### src/rtl/axis_width_converter.sv
// axis_width_converter: AXI-Stream upsize/downsize/pass-through converter with tkeep/tlast and optional output skid buffer
// Ports: aclk, areset (async, active-high); in_tdata/in_tkeep/in_tlast/in_tvalid/in_tready: IN_W-bit slave stream;
//        out_tdata/out_tkeep/out_tlast/out_tvalid/out_tready: OUT_W-bit master stream; OUT_REG=1 adds a skid entry
//        so in_tready never depends combinationally on out_tready.
module axis_width_converter #(
    parameter int IN_W    = 256,
    parameter int OUT_W   = 512,
    parameter bit OUT_REG = 1'b1
) (
    input  logic               aclk,
    input  logic               areset,
    input  logic [IN_W-1:0]    in_tdata,
    input  logic [IN_W/8-1:0]  in_tkeep,
    input  logic               in_tlast,
    input  logic               in_tvalid,
    output logic               in_tready,
    output logic [OUT_W-1:0]   out_tdata,
    output logic [OUT_W/8-1:0] out_tkeep,
    output logic               out_tlast,
    output logic               out_tvalid,
    input  logic               out_tready
);
    localparam int MIN_W = IN_W < OUT_W ? IN_W : OUT_W;
    localparam int MAX_W = IN_W < OUT_W ? OUT_W : IN_W;
    localparam int R     = MAX_W / MIN_W;
    localparam int CW    = R > 1 ? $clog2(R) : 1;
    localparam int KI    = IN_W / 8;
    localparam int KO    = OUT_W / 8;
    logic             en;
    logic             c_valid, c_ready, c_last;
    logic [OUT_W-1:0] c_data;
    logic [KO-1:0]    c_keep;
    logic             s_valid, s_last;
    logic [OUT_W-1:0] s_data;
    logic [KO-1:0]    s_keep;
    logic             o_free;
    if (IN_W % 8 != 0 || OUT_W % 8 != 0 || MAX_W % MIN_W != 0) begin : g_bad
        $fatal(1, "axis_width_converter: widths must be byte multiples with an integer ratio");
    end
    if (OUT_W > IN_W) begin : g_up
        logic [CW-1:0]    cnt;
        logic [OUT_W-1:0] acc_d;
        logic [KO-1:0]    acc_k;
        logic             fin;
        assign fin       = in_tlast || cnt == CW'(R - 1);
        assign c_valid   = in_tvalid && en && fin;
        assign c_data    = acc_d | (OUT_W'(in_tdata) << (cnt * IN_W));
        assign c_keep    = acc_k | (KO'(in_tkeep) << (cnt * KI));
        assign c_last    = in_tlast;
        assign in_tready = en && c_ready;
        always_ff @(posedge aclk or posedge areset)
            if (areset) begin
                cnt   <= '0;
                acc_d <= '0;
                acc_k <= '0;
            end else if (in_tvalid && in_tready) begin
                cnt   <= fin ? '0 : cnt + 1'b1;
                acc_d <= fin ? '0 : c_data;
                acc_k <= fin ? '0 : c_keep;
            end
    end else if (IN_W > OUT_W) begin : g_dn
        // slice 0 bypasses straight to the output stage; w_* holds the remaining slices
        logic             w_valid, w_last;
        logic [CW-1:0]    cnt, lst, hi, in_lst;
        logic [IN_W-1:0]  w_d;
        logic [KI-1:0]    w_k;
        always_comb begin
            hi = '0;
            for (int i = 0; i < R; i++) hi = |in_tkeep[i*KO +: KO] ? CW'(i) : hi;
        end
        assign in_lst    = in_tlast ? hi : CW'(R - 1);
        assign c_valid   = w_valid || (in_tvalid && en);
        assign c_data    = w_valid ? w_d[cnt*OUT_W +: OUT_W] : in_tdata[OUT_W-1:0];
        assign c_keep    = w_valid ? w_k[cnt*KO +: KO] : in_tkeep[KO-1:0];
        assign c_last    = w_valid ? (w_last && cnt == lst) : (in_tlast && in_lst == '0);
        assign in_tready = en && !w_valid && c_ready;
        always_ff @(posedge aclk or posedge areset)
            if (areset) begin
                w_valid <= 1'b0;
                w_last  <= 1'b0;
                cnt     <= '0;
                lst     <= '0;
                w_d     <= '0;
                w_k     <= '0;
            end else if (in_tvalid && in_tready) begin
                w_valid <= in_lst != '0;
                w_last  <= in_tlast;
                cnt     <= CW'(1);
                lst     <= in_lst;
                w_d     <= in_tdata;
                w_k     <= in_tkeep;
            end else if (w_valid && c_ready) begin
                w_valid <= cnt != lst;
                cnt     <= cnt + 1'b1;
            end
    end else begin : g_eq
        assign c_valid   = in_tvalid && en;
        assign c_data    = in_tdata;
        assign c_keep    = in_tkeep;
        assign c_last    = in_tlast;
        assign in_tready = en && c_ready;
    end
    assign o_free  = !out_tvalid || out_tready;
    assign c_ready = OUT_REG ? !s_valid : o_free;
    always_ff @(posedge aclk or posedge areset)
        if (areset) begin
            en         <= 1'b0;
            out_tvalid <= 1'b0;
            out_tdata  <= '0;
            out_tkeep  <= '0;
            out_tlast  <= 1'b0;
            s_valid    <= 1'b0;
            s_data     <= '0;
            s_keep     <= '0;
            s_last     <= 1'b0;
        end else begin
            en <= 1'b1;
            if (o_free) begin
                out_tvalid <= s_valid || (c_valid && c_ready);
                s_valid    <= 1'b0;
                if (s_valid) {out_tdata, out_tkeep, out_tlast} <= {s_data, s_keep, s_last};
                else if (c_valid && c_ready) {out_tdata, out_tkeep, out_tlast} <= {c_data, c_keep, c_last};
            end else if (c_valid && c_ready) begin
                s_valid                  <= 1'b1;
                {s_data, s_keep, s_last} <= {c_data, c_keep, c_last};
            end
        end
endmodule

### config.mk
export PLATFORM = sky130hd
export DESIGN_NAME = axis_width_converter
export DESIGN_NICKNAME = d
export VERILOG_FILES = /design/src/rtl/axis_width_converter.sv
export SDC_FILE = /design/constraint.sdc
export NUM_CORES = 2
export LEC_CHECK = 0
export CORE_MARGIN = 5
export CORE_UTILIZATION = 65
export DETAILED_ROUTE_END_ITERATION = 8
export DONT_BUFFER_PORTS = 1
export PLACE_DENSITY = 0.77
export SKIP_CTS_REPAIR_TIMING = 1
export SLEW_MARGIN = 20
export SYNTH_ARGS = -nofsm -noshare
export SYNTH_HDL_FRONTEND = slang
export SYNTH_SLANG_ARGS = --single-unit
### constraint.sdc
create_clock -name aclk -period 114.2 [get_ports aclk]
set_input_delay 5.71 -clock aclk [delete_from_list [all_inputs] [get_ports aclk]]
set_output_delay 5.71 -clock aclk [all_outputs]
set_load 0.005 [all_outputs]
==> run summary <==
The run finished with clean final reports. Among all stages on the critical path, the largest delay is contributed by buf_4. The first-iteration detailed-routing DRC count was 4,496; the synthesized netlist cell count was 6,784.

The run gives 3 as the maximum buffer depth of the clock tree. The clock group share of total power is 0.317, and the largest voltage drop on the vdd net is 0.0000154 V. The share of post-route cells with drive strength above 1 is 0.0981, and the sequential cell fraction of total power is 0.513. The final estimated routing congestion in global placement was 0.845; the static leakage power was 37.0 nW. At the worst endpoint, the required time is 114,970 ps.

The cell area that synthesis handed to floorplanning was 74,600 um^2. The register bit count reported by yosys came out at 1,734. The path with the worst hold slack has its endpoint at g_up.acc_d[428].

The final net count is 6,836, and the area inside the core boundary is 114,000 um^2. Number of diodes added for antenna fixing: 0. The number of distinct standard cells referenced by the synthesized netlist is 32, and the detailed placer's ending HPWL is 122,000 um. For this run, design rule violations remaining after detail routing come to 0.

For the number of max-slew violations in the final report, the log shows 0. The post-synthesis sequential area ratio was 0.582; the cell depth of the worst min-delay path was 1. The area share of fa/ha/maj cells after synthesis was 0. The most numerous cell type found on the critical path is buf_4. At the worst endpoint, the arrival time is 10,530 ps. The smallest hold slack came out at 499 ps. For the TritonCTS buffer count, the log shows 171.

At the later pin of the worst-skew pair, clock insertion delay measures 780 ps. The max-cap violation count was 0. Among all flip-flop cells after synthesis, the most frequent one is dfrtp_1. The switching power share of the total came out at 0.304. The run gives 104,450 ps as the worst setup slack after layout. Timing would allow up to 103 MHz. For this run, the detailed router's first-pass iteration total came to 8. The full die area came out at 122,000 um^2.

The H-tree was split into 4 levels. Via count: 50,700. Proportion of register bits with asynchronous set or reset after synthesis: 1.00.

The depth of the worst register-to-register path was 8. The worst register-to-register path begins at s_valid. The fraction of power consumed by combinational cells came out at 0.169.

In this run the most critical hold path is launched from g_up.acc_d[428]. CTS saw 1,734 sinks. Number of warnings reported in the yosys synthesis log: 0. The first-pass GRT wire length was 308,000 um. The die is 349 um wide. The tools report the reported net switching power as 0.000550 W. The synthesis-to-finish area growth is 8.24%. Of all nets on the critical path, the largest fanout is 139.

The tools report the remaining max-slew budget at the tightest pin as 0.181. Setup violations remaining at the end of the flow were counted as 0. In this run the remaining antenna-violating nets after routing total 0.

The number of nets in the synthesized netlist was 7,077; the average instance area after synthesis was 11.0 um^2. Hold violation total from the final report: 0. The post-synthesis mux area share works out to 0.127. The logs give 74,800 um^2 for the placed cell area and 200,000 um for the wire length after detailed routing. The tools report the total negative setup slack as 0 ps.

The number of global-route vias before repair came out at 51,300. The dominant combinational cell family by area after synthesis is multiplexers. Class of the most critical setup path: primary input to async pin. 872 I/O pins were placed. After routing the design area is 80,700 um^2.

Number of antenna violations at the first check in global routing: 2. The endpoint identified for the worst register-to-register timing path is s_keep[35]. Buffers placed on the I/O ports in this run total 0. For the finished layout, the period the worst path requires is 9760 ps. The worst clock skew is 49.1 ps, and the number of vias per cell after detailed routing is 6.19. The layout filler cell count is 8,027, and the cell row count is 124. The area fraction in compound gates after synthesis works out to 0.124. The category of the worst setup path capture point is an async pin. The tools report the clock tree root buffer cell as clkbuf_16.

TritonCTS built the clock tree. The floorplan step set the die height to 349 um. Before CTS, the worst setup slack after placement is 103,050 ps. After detailed routing, the average wire length per cell comes to 24.4 um. The share of the clock period used by the worst path after layout is 0.0854, and the clock-pin slew on the worst setup and hold paths is 60 ps.

At the pin with the least slew margin, the transition time is 1230 ps. The logs give 0.653 for the effective utilization at floorplan and 0.322 for the overall global routing resource usage. On the worst path, the slowest cell contributes a delay of 850 ps. The count of flip-flops with a built-in enable after synthesis was 0; the simple-gate portion of the synthesized area was 0.108. Internal power comes to 0.00126 W. The setup check on the worst reg-to-reg path leaves a slack of 108,570 ps. The launching element type of the critical path is a primary input. Setup repair after global routing left no endpoint under its margin. The power per cell area is 22.4 nW/um^2. Utilization after layout: 0.707. Entering global routing, the biggest net connects 249 pins. After global routing the overflow that remains totals 0.

The min-delay analysis places its worst path in the category flop to flop. Traced cell by cell, the critical path runs through inv_8 -> buf_4 -> buf_4 -> buf_12 -> buf_4 -> buf_6 -> buf_4. Parity-gate share of the synthesized area counting xor and xnor cells: 0.
[metrics by stage]
| step | cells | power (W) |
|---|---|---|
| 2_1_floorplan | 6784 | 0.00113 |
| 3_3_place_gp | 7878 | 0.00122 |
| 3_5_place_dp | 7878 | 0.00124 |
| 4_1_cts | 8182 | 0.00182 |
| 5_1_grt | 8186 | 0.00190 |
| 6_report | 8186 | 0.00181 |
[routing by layer]
metal	wire length (um)	vias to the layer above	track usage
li1	-	22600	-
met1	74900	25800	0.402
met2	91000	1891	0.494
met3	21300	443	0.122
met4	12400	2	0.170
met5	14	-	0
[worst max-delay path by stage]
stage,start,end,slack [ps],depth (start not counted)
6_report,areset,g_up.acc_d[261],104450,7
3_5_place_dp,areset,out_tdata[9],103050,6
3_3_place_gp,areset,g_up.acc_d[11],103110,6
4_1_cts,areset,g_up.acc_d[261],103890,6
5_1_grt,areset,g_up.acc_d[261],103560,7
2_1_floorplan,areset,en,59540,1
[critical path, delay by kind of cell]
kind / cells / cell delay [ps]
buffers and inverters: 7 / 4560
[synthesized netlist by cell type (all sizes together), types with 200 or more instances]
master / instances / area, um^2
a21oi: 832 / 4160
a32o: 200 / 2000
buf: 296 / 1680
dfrtp: 1734 / 43400
inv: 545 / 2050
mux2: 357 / 4020
mux2i: 543 / 5440
nand2: 345 / 1290
nor2: 492 / 1850
nor2b: 490 / 3070
o21ai: 256 / 1280
or3: 200 / 1250
[power by group through the flow]
stage / Combinational, W / Clock, W / Sequential, W
final: 0.000306 / 0.000575 / 0.000929
after global routing: 0.000348 / 0.000608 / 0.000945
after CTS: 0.000308 / 0.000582 / 0.000927
after detailed placement: 0.000304 / 0 / 0.000936
after global placement: 0.000286 / 0 / 0.000929
after floorplan: 0.000249 / 0 / 0.000880
[cell families (layout without fill, tap and decap cells)]
| logic type | after synthesis | count (layout) |
|---|---|---|
| DFF | 1734 | 1734 |
| and+or+nand+nor | 1621 | 1621 |
| AOI/OAI and AO/OA | 1498 | 1498 |
| buffers and inverters | 1030 | 920 |
| muxes | 900 | 900 |
| other | 1 | 1 |
[sequential cells by signal (all words and copies together) (netlist names), 64 cells and up]
name,cells
g_up.acc_d,512
out_tdata,512
s_data,512
g_up.acc_k,64
out_tkeep,64
s_keep,64
[layout make-up]
class	count	area, um^2	share of cell area
clock buffers	245	5080	0.0630
multi-input cells	4020	26800	0.332
well taps	1512	1890	0.0234
inverters	545	2060	0.0255
flip-flops and latches	1734	43400	0.538
clock inverters	59	701	0.00868
repair buffers	71	779	0.00966
[placed cells by master, fill, tap and decap left out, drive strengths merged, types with 245 or more instances in the layout]
cell type / count
a21oi: 832
nand2: 345
dfrtp: 1734
o21ai: 256
inv: 553
nor2: 492
mux2i: 543
nor2b: 490
clkbuf: 245
mux2: 357
Note: power is estimated with default switching activity, not from simulation.
